File: config.mk
export PLATFORM = sky130hd
export DESIGN_NAME = flag_bank_stack_flat
export DESIGN_NICKNAME = d
export VERILOG_FILES = /design/src/rtl/flag_bank_stack_if.sv /design/src/rtl/flag_bank_stack.sv /design/src/flat_wrapper.sv
export SDC_FILE = /design/constraint.sdc
export NUM_CORES = 1
export LEC_CHECK = 0
export CAP_MARGIN = 15
export CORE_MARGIN = 2
export CORE_UTILIZATION = 40
export DETAILED_ROUTE_END_ITERATION = 8
export HOLD_SLACK_MARGIN = 0.02
export PLACE_DENSITY_LB_ADDON = 0.1
export SLEW_MARGIN = 5
export SYNTH_ARGS = -nofsm -noshare
export SYNTH_HDL_FRONTEND = slang
export SYNTH_SLANG_ARGS = --single-unit
File: constraint.sdc
create_clock -name clk -period 5 [get_ports clk]
set_input_delay 1.5 -clock clk [delete_from_list [all_inputs] [get_ports clk]]
set_output_delay 1.5 -clock clk [all_outputs]
set_load 0.01 [all_outputs]
File: src/rtl/flag_bank_stack_if.sv
// Bundle of the flag bank's operation inputs and status outputs.
// The master drives the operations; the slave is the flag bank itself.
interface flag_bank_stack_if #(
  parameter int WIDTH = 4,
  parameter int DEPTH = 4
);
  localparam int CW = $clog2(DEPTH + 1);

  logic [1:0]       i_op;
  logic [WIDTH-1:0] i_mask;
  logic [WIDTH-1:0] i_d_in;
  logic             i_push;
  logic             i_pop;
  logic             i_err_clr;
  logic [WIDTH-1:0] o_flags;
  logic [CW-1:0]    o_count;
  logic             o_full;
  logic             o_empty;
  logic             o_ovf_err;
  logic             o_unf_err;

  modport master (
    output i_op, i_mask, i_d_in, i_push, i_pop, i_err_clr,
    input  o_flags, o_count, o_full, o_empty, o_ovf_err, o_unf_err
  );

  modport slave (
    input  i_op, i_mask, i_d_in, i_push, i_pop, i_err_clr,
    output o_flags, o_count, o_full, o_empty, o_ovf_err, o_unf_err
  );
endinterface

File: src/rtl/flag_bank_stack.sv
// WIDTH-bit status flag register with masked load/set/clear and a DEPTH-entry
// LIFO shadow stack for save/restore; all state changes on the falling edge.
module flag_bank_stack #(
  parameter int WIDTH = 4,
  parameter int DEPTH = 4
) (
  input  logic              clk,
  input  logic              rst_n,
  flag_bank_stack_if.slave  bus
);
  localparam int CW = $clog2(DEPTH + 1);
  localparam int AW = (DEPTH > 1) ? $clog2(DEPTH) : 1;
  localparam logic [CW-1:0] ONE     = CW'(1);
  localparam logic [CW-1:0] DEPTH_C = CW'(DEPTH);

  logic [WIDTH-1:0] r_flags;
  logic [CW-1:0]    r_count;
  logic             r_ovf_err;
  logic             r_unf_err;
  logic [WIDTH-1:0] r_mem [DEPTH];

  logic [WIDTH-1:0] w_op_val;
  logic             w_full;
  logic             w_empty;
  logic             w_push_only;
  logic             w_pop_only;
  logic             w_do_push;
  logic             w_do_pop;
  logic             w_ovf;
  logic             w_unf;
  logic [CW-1:0]    w_cnt_inc;
  logic [CW-1:0]    w_cnt_dec;
  logic [AW-1:0]    w_wr_idx;
  logic [AW-1:0]    w_rd_idx;
  logic [WIDTH-1:0] w_flags_next;
  logic [CW-1:0]    w_count_next;

  // Per-bit op decode; unmasked bits and unknown op codes hold.
  generate
    for (genvar gi = 0; gi < WIDTH; gi++) begin : g_bit
      always_comb begin
        w_op_val[gi] = r_flags[gi];
        if (bus.i_mask[gi]) begin
          case (bus.i_op)
            2'b01:   w_op_val[gi] = bus.i_d_in[gi];
            2'b10:   w_op_val[gi] = 1'b1;
            2'b11:   w_op_val[gi] = 1'b0;
            default: w_op_val[gi] = r_flags[gi];
          endcase
        end
      end
    end
  endgenerate

  assign w_full      = (r_count == DEPTH_C);
  assign w_empty     = (r_count == '0);
  // Simultaneous push and pop cancel out so control glitches are harmless.
  assign w_push_only = bus.i_push & ~bus.i_pop;
  assign w_pop_only  = bus.i_pop & ~bus.i_push;
  assign w_do_push   = w_push_only & ~w_full;
  assign w_do_pop    = w_pop_only & ~w_empty;
  assign w_ovf       = w_push_only & w_full;
  assign w_unf       = w_pop_only & w_empty;

  assign w_cnt_inc = r_count + ONE;
  assign w_cnt_dec = r_count - ONE;
  assign w_wr_idx  = r_count[AW-1:0];
  assign w_rd_idx  = w_cnt_dec[AW-1:0];

  // A restore overrides the op; otherwise the op always applies.
  always_comb begin
    w_flags_next = w_op_val;
    if (w_do_pop) begin
      w_flags_next = r_mem[w_rd_idx];
    end
  end

  always_comb begin
    w_count_next = r_count;
    if (w_do_push) begin
      w_count_next = w_cnt_inc;
    end else if (w_do_pop) begin
      w_count_next = w_cnt_dec;
    end
  end

  always_ff @(negedge clk) begin
    if (!rst_n) begin
      r_flags   <= '0;
      r_count   <= '0;
      r_ovf_err <= 1'b0;
      r_unf_err <= 1'b0;
    end else begin
      r_flags   <= w_flags_next;
      r_count   <= w_count_next;
      r_ovf_err <= w_ovf | (r_ovf_err & ~bus.i_err_clr);
      r_unf_err <= w_unf | (r_unf_err & ~bus.i_err_clr);
    end
  end

  // Stack storage has no reset; occupancy alone defines which entries are valid.
  always_ff @(negedge clk) begin
    if (rst_n && w_do_push) begin
      r_mem[w_wr_idx] <= r_flags;
    end
  end

  assign bus.o_flags   = r_flags;
  assign bus.o_count   = r_count;
  assign bus.o_full    = w_full;
  assign bus.o_empty   = w_empty;
  assign bus.o_ovf_err = r_ovf_err;
  assign bus.o_unf_err = r_unf_err;

endmodule
File: src/flat_wrapper.sv
// flat-port wrapper written by rule: the top's interface ports become plain ports
module flag_bank_stack_flat 
#(
  parameter int WIDTH = 4,
  parameter int DEPTH = 4
)
  (clk, rst_n, bus_i_op, bus_i_mask, bus_i_d_in, bus_i_push, bus_i_pop, bus_i_err_clr, bus_o_flags, bus_o_count, bus_o_full, bus_o_empty, bus_o_ovf_err, bus_o_unf_err);
  flag_bank_stack_if #(.WIDTH(WIDTH), .DEPTH(DEPTH)) bus_i ();
  input  logic clk;
  input  logic rst_n;
  input wire logic [$bits(bus_i.i_op)-1:0] bus_i_op;
  input wire logic [$bits(bus_i.i_mask)-1:0] bus_i_mask;
  input wire logic [$bits(bus_i.i_d_in)-1:0] bus_i_d_in;
  input wire logic [$bits(bus_i.i_push)-1:0] bus_i_push;
  input wire logic [$bits(bus_i.i_pop)-1:0] bus_i_pop;
  input wire logic [$bits(bus_i.i_err_clr)-1:0] bus_i_err_clr;
  output wire logic [$bits(bus_i.o_flags)-1:0] bus_o_flags;
  output wire logic [$bits(bus_i.o_count)-1:0] bus_o_count;
  output wire logic [$bits(bus_i.o_full)-1:0] bus_o_full;
  output wire logic [$bits(bus_i.o_empty)-1:0] bus_o_empty;
  output wire logic [$bits(bus_i.o_ovf_err)-1:0] bus_o_ovf_err;
  output wire logic [$bits(bus_i.o_unf_err)-1:0] bus_o_unf_err;
  assign bus_i.i_op = bus_i_op;
  assign bus_i.i_mask = bus_i_mask;
  assign bus_i.i_d_in = bus_i_d_in;
  assign bus_i.i_push = bus_i_push;
  assign bus_i.i_pop = bus_i_pop;
  assign bus_i.i_err_clr = bus_i_err_clr;
  assign bus_o_flags = bus_i.o_flags;
  assign bus_o_count = bus_i.o_count;
  assign bus_o_full = bus_i.o_full;
  assign bus_o_empty = bus_i.o_empty;
  assign bus_o_ovf_err = bus_i.o_ovf_err;
  assign bus_o_unf_err = bus_i.o_unf_err;
  flag_bank_stack #(.WIDTH(WIDTH), .DEPTH(DEPTH)) u_core (.clk(clk), .rst_n(rst_n), .bus(bus_i));
endmodule
==> reports/qor.csv <==
stage;metric;value;unit
hold_path;hold path endpoint;u_core.r_mem[2][0];
routing;vias;1020;
clock_tree;# clock sinks;25;
global_route;GR Util All Layers;18.8;%
floorplan;row cnt;19;
critical_path;FF-to-FF setup slack;3.21;ns
clock_tree;Skew-Pair Late Insertion Delay;0.42;ns
synth;Yosys cell types;28;
global_route;met3 usage;7.91;%
synth;mean post-synth cell area;12.7;um^2
power;sw frac;34.5;%
floorplan;chip width;58.8;um
critical_path;Top delay family on crit path;flip-flops;
power;PwrDens;333;mW/mm^2
synth;top cell type by total area after synthesis;edfxtp_1;
finish;commonest non-fill, non-tap cell in the layout;inv_1;
routing;Remaining DRCs;3;
critical_path;CP required;3.50;ns
place;dpl ws;-0.447;ns
critical_path;crit path cell chain;inv_4 > ha_4 > ha_4 > buf_6;
sta;Final setup viols;3;
synth;Mapped Area;0.00120;mm^2
run;total of max-cap violations;0;
floorplan;I/O pin count;26;
synth;largest cells by area after synthesis;edfxtp_1 (40%), dfxtp_1 (15%), mux4_2 (7.5%);
critical_path;critical path's most frequent cell;ha_4;
sta;Setup Skew;0.0357;ns
synth;Post-Synthesis Cells;95;
place;Post-DP HPWL;2030;um
finish;finished layout cell area;0.00188;mm^2
power;clock network power share;28.7;%
finish;Synth-to-Final Area Change;56.7;%
routing;1st-pass router iterations;6;
clock_tree;H-Tree Depth;1;
critical_path;CP arrival;3.73;ns
sta;Slew @ Worst Pin;0.295;ns
global_route;grt met1 use;23.0;%
critical_path;Buffers & Inverters on Critical Path;2;
run_status;outcome;finished with violations;
finish;nets;196;
power;Static Leak;0.000835;uW
clock_tree;clock tree from TritonCTS;built;
critical_path;startpoint types;flip-flop;
power;maximum vdd drop;0.000182;V
global_route;GR peak layer;met2;
run_status;violated checks;DRC, setup timing;
power;Comb power frac;32.7;%
synth;sequential fraction of the synthesis area;54.9;%
clock_tree;clock buffer depth;2;
power;P_sw;216;uW
global_route;grt ovf;0;
global_route;first-pass GRT wire length;4840;um
critical_path;worst flop-to-flop path endpoint;u_core.bus.o_count[0];
global_route;vias in the first global route;1102;
sta;Max-slew headroom;80.1;%
critical_path;type of destination of the critical path;output pin;
clock_tree;clk root buf;clkbuf_4;
hold_path;hold path startpoint;u_core.bus.o_flags[0];
floorplan;Die Y;58.8;um
sta;Final Max Slew Viols;0;
sta;Setup WS post-layout;-0.234;ns
floorplan;Initial Utilization;42.9;%
floorplan;DIE AREA;0.00346;mm^2
routing;Routed Antenna Nets;0;
place;area post-placement;0.00162;mm^2
clock_tree;TritonCTS Buffers;3;
routing;Routed Wire Length;2970;um
sta;Final Hold Slack;0.559;ns
critical_path;Crit Path Category;reg2out;
hold_path;worst hold-check path type;reg2reg;
routing;vias per cell;5.00;
global_route;antenna violations before repair;0;
synth;#FFs+latches synth;25;
global_route;GR Util met2;28.9;%
critical_path;CP Depth;4;
critical_path;R2R depth;9;
critical_path;crit-path max cell delay;0.35;ns
synth;Synth top area share;40.0;%
global_route;largest net degree at the start of global routing;16;
finish;commonest cells after routing, fill and taps aside;inv_1 (29), buf_4 (25), edfxtp_1 (16);
hold_path;hold depth;1;
finish;share of layout cells above drive strength 1;38.2;%
clock_tree;Clk pin slew, worst setup/hold paths;0.06;ns
power;Flop pwr share;38.6;%
synth;Post-Syn Nets;117;
power;cell internal pwr;412;uW
routing;number of DRC markers in iteration 0;50;
critical_path;CP max FO;3;
place;GP Congestion;0.765;
critical_path;Crit-path slowest cell;dfxtp_2;
place;I/O Buffers;25;
synth;yosys warns;0;
power;Power Total;628;uW
routing;wire length per cell;14.5;um
critical_path;Critical R2R Launch;u_core.bus.o_count[1];
sta;TNS Setup;-0.577;ns
floorplan;Core ar.;0.00281;mm^2
sta;RSZ-0062 raised after global routing;true;
sta;Final Hold Vio Count;0;
finish;diode count;0;
## Yosys cell counts (all sizes together)
cell type	count
nand2b	7
clkbuf	1
buf	1
o31a	1
nor3b	1
xnor2	1
and3	5
nor2b	1
nand3	4
a211oi	1
nand2	3
dfxtp	9
edfxtp	16
mux2i	1
mux4	4
a21oi	10
and2	3
nor4b	1
inv	7
o22ai	2
ha	7
o21ai	8
a21boi	1
## worst max path at each step
stage	startpoint	to	slack (ns)
global route	u_core.bus.o_count[1]	bus_o_empty	-0.26
finish	u_core.bus.o_count[1]	bus_o_empty	-0.23
detailed placement	bus_i_pop	u_core.r_mem[2][3]	-0.45
global placement	bus_i_pop	u_core.r_mem[2][2]	-0.44
CTS	u_core.bus.o_count[0]	bus_o_empty	-0.24
floorplan	u_core.bus.o_count[0]	bus_o_full	0.002
## through the flow
step / util, % / instances
global route: 67.2 / 204
finish: 67.2 / 204
detailed placement: 57.6 / 167
CTS: 66.1 / 201
floorplan: - / 95
global placement: 57.6 / 167
## power by group through the flow
| stage | clock (uW) | combinational, uW | sequential, uW |
|---|---|---|---|
| final | 180 | 205 | 242 |
| after floorplan | 31.4 | 73.9 | 251 |
| after detailed placement | 31.4 | 158 | 244 |
| after global placement | 31.4 | 155 | 243 |
| after global routing | 210 | 221 | 243 |
| after CTS | 182 | 189 | 242 |
## what timing repair did
action / 4_1_cts / 5_1_grt
setup endpoints to repair: 26 / 14
buffers inserted: 6 / 3
hold buffers: 0 / 0
resized for setup: 56 / 19
pin swaps: 4 / 1
## layout make-up
cell class	count	area [um^2]
Fill cell	225	921
Sequential cell	25	668
Multi-Input combinational cell	61	593
Timing Repair Buffer	52	432
Clock inverter	26	103
Tap cell	31	38.8
Inverter	6	27.5
Clock buffer	3	22.5
## layer usage
metal / routed length, um / vias up / part of all wire (%)
met1: 1300 / 474 / 44
met5: 0 / - / 0
met4: 17 / 0 / 0.57
li1: - / 506 / -
met3: 189 / 4 / 6.4
met2: 1460 / 36 / 49
## cells by family (layout without fill, tap and decap cells)
kind of cell	count (synthesis)	count (layout)	synth area share (%)
buf+inv	9	87	3.43
flops	25	25	54.9
mux	5	5	8.32
compound gates	23	23	11.8
fa+ha+maj	7	7	7.28
simple gates	25	25	13.5
xor+xnor	1	1	0.729
## flip-flops by register name, summed over array words and instances, names as in the netlist
| register | count |
|---|---|
| u_core.bus.o_flags | 4 |
| u_core.bus.o_unf_err | 1 |
| u_core.r_mem | 16 |
| u_core.bus.o_count | 3 |
| u_core.bus.o_ovf_err | 1 |
(Power assumes the default switching activity.)
